$ cat src/rtl/sync_fifo_status.sv
// Single-clock FIFO with level, almost-full/almost-empty status, and sticky overflow/underflow flags.
// Supports either a registered read port or a first-word-fall-through read port.
module sync_fifo_status #(
  parameter int DEPTH_WIDTH   = 4,
  parameter int DATA_WIDTH    = 16,
  parameter int AFULL_THRESH  = (1 << ((DEPTH_WIDTH < 1) ? 1 : DEPTH_WIDTH)) - 1,
  parameter int AEMPTY_THRESH = 1,
  parameter int FWFT          = 0
) (
  input  logic                                               clk,
  input  logic                                               rst,
  input  logic [((DATA_WIDTH < 1) ? 1 : DATA_WIDTH)-1:0]     wr_data_i,
  input  logic                                               wr_en_i,
  input  logic                                               rd_en_i,
  output logic [((DATA_WIDTH < 1) ? 1 : DATA_WIDTH)-1:0]     rd_data_o,
  output logic                                               full_o,
  output logic                                               empty_o,
  output logic                                               almost_full_o,
  output logic                                               almost_empty_o,
  output logic [((DEPTH_WIDTH < 1) ? 1 : DEPTH_WIDTH):0]     level_o,
  output logic                                               overflow_o,
  output logic                                               underflow_o
);

  localparam int AW    = (DEPTH_WIDTH < 1) ? 1 : DEPTH_WIDTH;
  localparam int DW    = (DATA_WIDTH < 1) ? 1 : DATA_WIDTH;
  localparam int DEPTH = 1 << AW;
  localparam logic [AW:0] DEPTH_L = (AW+1)'(DEPTH);
  localparam logic [AW:0] ONE     = (AW+1)'(1);

  logic [DW-1:0] mem [DEPTH];
  logic [AW:0]   wr_ptr;
  logic [AW:0]   rd_ptr;
  logic [AW:0]   level;
  logic          wr_acc;
  logic          rd_acc;
  logic          overflow;
  logic          underflow;

  // A read frees a slot in the same cycle, so a full FIFO may still take a write alongside it.
  always_comb begin
    rd_acc = rd_en_i && (level != '0);
    wr_acc = wr_en_i && ((level != DEPTH_L) || rd_acc);
  end

  always_ff @(posedge clk or posedge rst) begin
    if (rst) begin
      wr_ptr    <= '0;
      rd_ptr    <= '0;
      level     <= '0;
      overflow  <= 1'b0;
      underflow <= 1'b0;
    end else begin
      if (wr_acc) wr_ptr <= wr_ptr + ONE;
      if (rd_acc) rd_ptr <= rd_ptr + ONE;
      case ({wr_acc, rd_acc})
        2'b10:   level <= level + ONE;
        2'b01:   level <= level - ONE;
        default: level <= level;
      endcase
      if (wr_en_i && !wr_acc) overflow  <= 1'b1;
      if (rd_en_i && !rd_acc) underflow <= 1'b1;
    end
  end

  // Storage is deliberately left out of reset.
  always_ff @(posedge clk) begin
    if (wr_acc) mem[wr_ptr[AW-1:0]] <= wr_data_i;
  end

  always_comb begin
    empty_o        = (level == '0);
    full_o         = (level == DEPTH_L);
    almost_full_o  = (int'(level) >= AFULL_THRESH);
    almost_empty_o = (int'(level) <= AEMPTY_THRESH);
    level_o        = level;
    overflow_o     = overflow;
    underflow_o    = underflow;
  end

  generate
    if (FWFT != 0) begin : g_fwft
      assign rd_data_o = mem[rd_ptr[AW-1:0]];
    end else begin : g_std
      logic [DW-1:0] rd_q;
      always_ff @(posedge clk or posedge rst) begin
        if (rst)         rd_q <= '0;
        else if (rd_acc) rd_q <= mem[rd_ptr[AW-1:0]];
      end
      assign rd_data_o = rd_q;
    end
  endgenerate

endmodule

$ cat config.mk
export PLATFORM = sky130hd
export DESIGN_NAME = sync_fifo_status
export DESIGN_NICKNAME = d
export VERILOG_FILES = /design/src/rtl/sync_fifo_status.sv
export SDC_FILE = /design/constraint.sdc
export NUM_CORES = 1
export LEC_CHECK = 0
export CORE_ASPECT_RATIO = 1.5
export CORE_MARGIN = 2
export CORE_UTILIZATION = 45
export DETAILED_ROUTE_END_ITERATION = 12
export HOLD_SLACK_MARGIN = 0.08
export PLACE_DENSITY = 0.63
export SYNTH_ARGS = -nofsm -noshare
export SYNTH_HDL_FRONTEND = slang
export SYNTH_SLANG_ARGS = --single-unit
$ cat constraint.sdc
create_clock -name clk -period 9 [get_ports clk]
set_input_delay 1.8 -clock clk [delete_from_list [all_inputs] [get_ports clk]]
set_output_delay 1.8 -clock clk [all_outputs]
set_load 0.01 [all_outputs]
# Yosys cells after proc, flatten, opt, wreduce, memory -nomap -nowiden
# Memory sizes are Yosys's and may differ from the RTL's. A register that Yosys moved wholly into a read port is not among the register bits.
# Cells that the tools add are included.
# word_totals
reg_bits	17
ramBits	256
word_cells	29
mem_count	1
# mem_list
name	words	word_bits	rd	rd_clocked_by_memory_dff	wr	line	text
mem	16	16	1	1	1	31	logic [DW-1:0] mem [DEPTH];
# op_classes
addsub	4
magnitude_cmp	2
eq_ne	4
mux	3
reduce_logical	10
# op_table
op	n
adder 5 x 1 -> 5 bit, second input constant	3
one-hot mux 5 bit (2 select lines)	1
== test 5 bit, second input constant	1
>= comparator 5 x 4 -> 1 bit, second input constant	1
less-or-equal comparator 5 x 1 -> 1 bit, second input constant	1
zero test 5 bit	1
inequality test 5 bit, second input constant	1
nonzero test 5 bit	1
subtractor 5 x 1 -> 5 bit, second input constant	1
logical AND 1 bit	4
== test 2 x 1 -> 1 bit, second input constant	1
== test 2 bit, second input constant	1
zero test 1 bit	2
2-to-1 mux 1 bit	2
nonzero test 2 bit	1
logical OR 1 bit	1

# Longest topological paths before layout
# Gate-level depths: netlist of run 1.
# logic_depth
word_depth	6
mapped_depth	8
ltp_nobuf	7

# Least setup slack after synthesis of run 1
# OpenSTA, ideal clock, no wires.
# synth_path
path_kind	in2reg
from	input wr_en_i
to	memory mem[3][0] (netlist name) (enable)
setup_ps	409
arrival_time_ps	3751
t_required_ps	8591
path_slack_ps	4840
stages	5
cell_sequence	clkbuf_1 inv_1 a31oi_2 nand2_1 nor3_1
# synth_between
elab_chain_cells	3
# synth_lines
element	line	text
start, declared	13	input logic wr_en_i,
logical AND 1 bit	43	wr_acc = wr_en_i && ((level != DEPTH_L) || rd_acc);
2-to-1 mux 1 bit	68	if (wr_acc) mem[wr_ptr[AW-1:0]] <= wr_data_i;
2-to-1 mux 1 bit (not written as such)	68	
end, declared	31	
# No other way between the ends.

# Worst setup path after layout of run 1
# layout_path
from	register level[1], in the netlist level_o[1]
to	output full_o
# layout_between
elab_chain_cells	1
# layout_lines
element	line	text
start, declared	34	logic [AW:0] level;
start signal, assigned	57	2'b10: level <= level + ONE;
start signal, assigned	58	2'b01: level <= level - ONE;
start signal, assigned	59	default: level <= level;
== test 5 bit	73	full_o = (level == DEPTH_L);
end, declared	16	output logic full_o,
# No other way between the ends.

==> summary.txt, run 1 <==
Clocking
  • Worst-Skew Late Latency: 530 ps
  • Clk slew on worst S/H paths: 60 ps
  • CTS Root Cell: clkbuf_16
  • Post-cts resize count: 0
  • Post-CTS Repair Setup Buffers: 0
  • Num CTS Buffers: 27
  • CTS Sinks: 287
  • Clk buf depth: 3
  • Htree depth: 1
  • CTS tree: yes
  • # hold bufs at CTS: 0

Route
  • Metal3 WL: 1150 um
  • Wire length on met2: 13500 um
  • Routed Wire Length: 24700 um
  • DR vias: 5294
  • Drt first pass iters: 5
  • Remaining antenna violation count: 0
  • Routed wire length per instance: 26.5 um
  • WL met1: 9280 um
  • DRC violations left: 0
  • Top Layer Used: met4
  • Initial DRC count: 378
  • Vias/cell: 5.67

Synth
  • Largest cells by area after synthesis: edfxtp_1 68%, mux4_2 13%, dfrtp_1 6.9%
  • Mapped Cells: 533
  • Xor and xnor fraction of the mapped netlist area: 0.698%
  • Post-synth top area share: 68.1%
  • Post-synthesis simple-gate area fraction: 2.77%
  • Cell Area, Synth: 11300 sq um
  • Synth Area in Adders: 1.11%
  • EDFF count, synth: 256
  • Largest family of logic cells by synthesized area: multiplexers
  • Area leader, netlist: edfxtp_1
  • Sequential-to-total area share from yosys stat: 74.9%
  • Netlist cell types: 45
  • Post-synth top flop: edfxtp_1
  • Yosys warns: 0
  • Post-Syn Nets: 563
  • Multiplexer share of the synthesized area: 15.7%
  • Avg Inst Size Synth: 21.2 sq um
  • Asr flop ratio synth: 10.8%
  • Complex-gate fraction of the synthesized area: 2.85%
  • Synthesized flop and latch total: 287

Timing
  • Skew final: 8.76 ps
  • Peak Freq: 230 MHz
  • Setup violations, final: 0
  • Worst slew pin tran: 996 ps
  • RSZ-0062 raised after global routing: no
  • Pins Over Slew Limit: 0
  • Final Hold Viols: 0
  • Final setup TNS: 0 ps
  • Final Cycle Share: 48.3%
  • Slew Limit Headroom: 33.6%
  • Min Tclk post-route: 4340 ps

Placed design
  • Hpwl dp: 16000 um
  • Buffers added on ports: 46
  • Placed cell areas: 12100 sq um
  • RePlAce Congestion: 0.846

Hold path
  • Min-delay worst type: flip-flop to flip-flop

Floorplan
  • Die area: 26400 sq um
  • Core ar.: 24900 sq um
  • Initial Util: 45.4%
  • # rows: 71
  • Chip width: 133 um
  • I/O Pins: 47
  • Die height: 198 um

Setup path
  • CP Class: flip-flop to primary output
  • Crit. End Element: primary output
  • Crit path max fanout: 6
  • Critical Path Source Type: flip-flop
  • Critical path required time: 7200 ps
  • Arrival @ worst endpoint: 2540 ps

Power and ir drop
  • VDD IR max: 211 uV
  • LEAKAGE: 4.29 nW
  • Cell Pwr Density: 316 nW/um^2

Layout
  • Fraction of layout cells with a size suffix above 1: 25.6%
  • Diodes inserted: 0
  • NumNets Final: 616
  • Commonest non-fill, non-tap cell in the layout: edfxtp_1
  • Final Cell Area: 13000 sq um
  • Layout area overhead: 15.0%
  • Commonest non-fill, non-tap cells in the layout: 256 x edfxtp_1, 64 x mux4_2, 46 x clkdlybuf4s50_1, 32 x mux2i_1

Global route
  • Gr ovfl total: 0
  • Vias in the first global route: 5748
  • Antenna violations before repair: 0
  • Global-route wire length before repair: 36800 um
  • GRT Total Usage: 19.4%
  • Largest net degree at the start of global routing: 67

Run
  • Max-Cap Viols: 0

Outcome
  • Run status: finished clean
-- metal layers --
layer / vias up / global-route usage (%)
met1: 2818 / 23.5
met5: - / 0
met3: 40 / 2.18
li1: 2282 / -
met4: 0 / 6.42
met2: 154 / 36.0
-- cell type report --
class | count | area, sq um
clock buffer | 36 | 761
inverter | 9 | 38.8
clock inverter | 13 | 145
fill | 1949 | 11900
multi-input combinational | 210 | 2670
tap | 328 | 410
timing repair buffer | 51 | 498
sequential | 287 | 8470
-- sequential cells by signal, summed over array words and instances (netlist names) --
register	flops
level_o	5
mem	256
overflow_o	1
rd_data_o	16
rd_ptr	4
underflow_o	1
wr_ptr	4
-- path summary, 6_finish.rpt --
check	from	to	slack, ps	cells after the start
max	level_o[1]	full_o	4660	5
min	underflow_o	underflow_o	480	1
max reg2reg	level_o[0]	mem[4][15]	6000	6
min reg2reg	underflow_o	underflow_o	480	1
max in group asynchronous	rst	rd_ptr[1]	6960	3
min in group asynchronous	rst	rd_data_o[14]	1690	3
-- cell usage after synthesis (3+ instances only) --
cell / count
a31oi_1: 3
buf_2: 17
buf_4: 3
dfrtp_1: 31
edfxtp_1: 256
ha_1: 10
inv_1: 8
mux2i_1: 32
mux4_2: 64
nand2_1: 24
nand2b_1: 4
nor2_1: 15
nor3_1: 6
o221ai_1: 5
o221ai_2: 11
xnor2_1: 9
-- per-stage QoR --
step,power (mW),hold slack (ps),std cells,utilization (%),worst slack (ps)
after floorplan,2.58,501,533,-,4840
after global placement,2.99,455,885,48.6,4370
after detailed placement,3.01,461,885,48.6,4270
after CTS,4.16,475,934,52.2,4630
after global routing,4.29,500,934,52.2,4460
final,4.11,478,934,52.2,4660
-- worst max-delay path, stage by stage, from the launching register on --
cell and delay, ps:
dfrtp_1 430, inv_1 160, ha_1 190, nor3b_1 480, and2_1 240, clkdlybuf4s50_1 540
-- cell families (layout without fill, tap and decap cells) --
family	after synthesis	in the layout
XOR/XNOR	9	9
AND/OR/NAND/NOR	63	63
adder cells (fa/ha/maj)	10	10
AO/OA/AOI/OAI	31	31
multiplexers	97	97
buffers and inverters	36	109
flip-flops	287	287
-- power by group --
part | internal (mW) | switching, mW
clock | 0.680 | 0.470
sequential | 1.64 | 0.239
combinational | 0.556 | 0.523
(Power assumes the default switching activity.)
==> run 2, diff against run 1 <==
--- a/config.mk
+++ b/config.mk
@@ -10,7 +10,7 @@
 export CORE_UTILIZATION = 45
 export DETAILED_ROUTE_END_ITERATION = 12
 export HOLD_SLACK_MARGIN = 0.08
-export PLACE_DENSITY = 0.63
+export PLACE_DENSITY = 0.65
 export SYNTH_ARGS = -nofsm -noshare
 export SYNTH_HDL_FRONTEND = slang
 export SYNTH_SLANG_ARGS = --single-unit
==> constraint.sdc (replaced) <==
create_clock -name clk -period 3.6 [get_ports clk]
set_input_delay 0.72 -clock clk [delete_from_list [all_inputs] [get_ports clk]]
set_output_delay 0.72 -clock clk [all_outputs]
set_load 0.01 [all_outputs]
==> run 2 against run 1 <==
Compared with the run above: final cell count up 1.9%; sequential power rose by 150%; final area increased by 0.70%; register-to-register slack worse by 5100 ps; die area did not move; flip-flop and latch count did not move; via count rose by 0.93%; routed wire length decreased by 5.0%; core utilization rose by 0.37 points; clock-buffer cell count fell by 5; non-clock buffer count is 22 higher; first-iteration DRC count grew 15%; highest routed layer unchanged.
==> summary.txt, run 2 (synthesis results as in run 1) <==
Outcome
  • Run status: finished clean (unchanged)

Setup path
  • Critical path required time: 2880 ps (was 7200 ps)
  • Critical Path Source Type: flip-flop (unchanged)
  • Arrival @ worst endpoint: 2540 ps (about the same)
  • Worst Setup SP: level_o[1] (unchanged)
  • Crit path max fanout: 6 (unchanged)
  • CP Class: flip-flop to primary output (unchanged)
  • Crit. End Element: primary output (unchanged)
  • Critical R2R Launch: level_o[0] (unchanged)

Global route
  • Gr ovfl total: 0 (unchanged)
  • Largest net degree at the start of global routing: 40 (was 67)
  • GRT Total Usage: 18.2% (was 19.4%)
  • Antenna violations before repair: 0 (unchanged)
  • Vias in the first global route: 5732 (was 5748)
  • Global-route wire length before repair: 35400 um (was 36800 um)

Timing
  • Skew final: 6.83 ps (was 8.76 ps)
  • Final Cycle Share: 90.5%
  • Worst slew pin tran: 859 ps (was 996 ps)
  • Slew Limit Headroom: 42.7% (was 33.6%)
  • Peak Freq: 307 MHz
  • RSZ-0062 raised after global routing: no (unchanged)
  • Min Tclk post-route: 3260 ps
  • Final setup TNS: 0 ps (unchanged)
  • Pins Over Slew Limit: 0 (unchanged)
  • Setup violations, final: 0 (unchanged)
  • Final Hold Viols: 0 (unchanged)

Layout
  • Number of flip-flops in the largest register: 256 (unchanged)
  • Diodes inserted: 0 (unchanged)
  • Fraction of layout cells with a size suffix above 1: 27.7% (was 25.6%)
  • Layout Cells excl Fill: 952 (was 934)
  • Commonest non-fill, non-tap cell in the layout: edfxtp_1 (unchanged)
  • Layout area overhead: 15.9% (was 15.0%)
  • Final Core Density: 52.6% (was 52.2%)
  • Commonest non-fill, non-tap cells in the layout: 256 x edfxtp_1, 64 x mux4_2, 46 x clkdlybuf4s50_1, 32 x mux2i_1, 28 x dfrtp_1 (was 256 x edfxtp_1, 64 x mux4_2, 46 x clkdlybuf4s50_1, 32 x mux2i_1)
  • NumNets Final: 636 (was 616)

Clocking
  • Num CTS Buffers: 25 (was 27)
  • Htree depth: 1 (unchanged)
  • Clk slew on worst S/H paths: 70 ps (was 60 ps)
  • CTS tree: yes (unchanged)
  • CTS Sinks: 287 (unchanged)
  • Post-cts resize count: 0 (unchanged)
  • Clk buf depth: 3 (unchanged)
  • Worst-Skew Late Latency: 520 ps (was 530 ps)
  • # hold bufs at CTS: 0 (unchanged)
  • Post-CTS Repair Setup Buffers: 0 (unchanged)
  • CTS Root Cell: clkbuf_16 (unchanged)

Power and ir drop
  • Cell Pwr Density: 768 nW/um^2 (was 316 nW/um^2)
  • LEAKAGE: 4.35 nW (was 4.29 nW)
  • VDD IR max: 400 uV (was 211 uV)
  • Overall power: 10.0 mW (was 4.11 mW)

Hold path
  • Min-delay worst type: flip-flop to flip-flop (unchanged)
  • Hold wc startpoint: underflow_o (unchanged)

Run
  • Max-Cap Viols: 0 (unchanged)

Floorplan
  • # rows: 71 (unchanged)
  • Die height: 198 um (unchanged)
  • Initial Util: 45.4% (unchanged)
  • Die area: 26400 sq um (unchanged)
  • I/O Pins: 47 (unchanged)
  • Chip width: 133 um (unchanged)
  • Core ar.: 24900 sq um (unchanged)

Placed design
  • Placed Cells: 907 (was 885)
  • Buffers added on ports: 46 (unchanged)
  • RePlAce Congestion: 0.807 (was 0.846)
  • Hpwl dp: 15300 um (was 16000 um)

Route
  • Remaining antenna violation count: 0 (unchanged)
  • Routed wire length per instance: 24.7 um (was 26.5 um)
  • DRC violations left: 0 (unchanged)
  • Routed Wire Length: 23500 um (was 24700 um)
  • Drt first pass iters: 4 (was 5)
  • Initial DRC count: 436 (was 378)
  • DR vias: 5343 (was 5294)
  • Vias/cell: 5.61 (was 5.67)
==> run 2: cell types whose count changed in the layout (fill, tap and decap cells not counted), moves of 3 or more <==
cell	change
clkbuf_16	-3
buf_12	+3
clkinvlp_4	+3
clkinv_2	-3
buf_4	+19
==> run 2: final timing paths <==
path / to / slack (ps) / cells past startpoint
max in group asynchronous: rd_ptr[0] / 2660 / 3
min: underflow_o / 470 / 1
max reg2reg: mem[13][6] / 950 / 7
max: full_o / 340 / 5
min in group asynchronous: underflow_o / 600 / 3
min reg2reg: underflow_o / 470 / 1
==> run 2: area by class of cell <==
cell class              instances  area, sq um
repair buffers                 73          701
clock buffers                  31          668
flip-flops and latches        287         8470
fillers                      1942        11800
well taps                     328          410
multi-input cells             210         2660
clock inverters                14          135
inverters                       9         38.8
==> run 2: where the power goes <==
part	switching [mW]	internal, mW
combinational	1.34	1.47
sequential	0.526	4.10
clock	1.14	1.47
==> run 2: routing by layer <==
layer | global-route usage (%) | vias up | share of wire (%)
met4 | 6.07 | 0 | 2.7
met1 | 22.1 | 2822 | 38
li1 | - | 2324 | -
met2 | 33.2 | 159 | 54
met5 | 0 | - | 0
met3 | 3.02 | 38 | 5.2
==> run 2: worst max-delay path, cell delays in order, from the launching register on <==
cell	delay, ps
dfrtp_1	420
inv_1	160
ha_1	210
nor3b_1	460
and2_1	230
clkdlybuf4s50_1	540
==> run 2: through the flow <==
stage | hold WS (ps) | worst slack (ps) | cell area, sq um
detailed placement | 454 | 549 | 12300
CTS | 469 | 332 | 13100
global placement | 452 | 610 | 12300
finish | 471 | 342 | 13100
floorplan | 501 | 520 | 11300
global route | 498 | 135 | 13100
==> run 3, diff against run 2 <==
--- a/config.mk
+++ b/config.mk
@@ -14,3 +14,4 @@
 export SYNTH_ARGS = -nofsm -noshare
 export SYNTH_HDL_FRONTEND = slang
 export SYNTH_SLANG_ARGS = --single-unit
+export TNS_END_PERCENT = 5
==> results of run 3 <==
Final layout, timing and power as in run 2 (identical DEF).
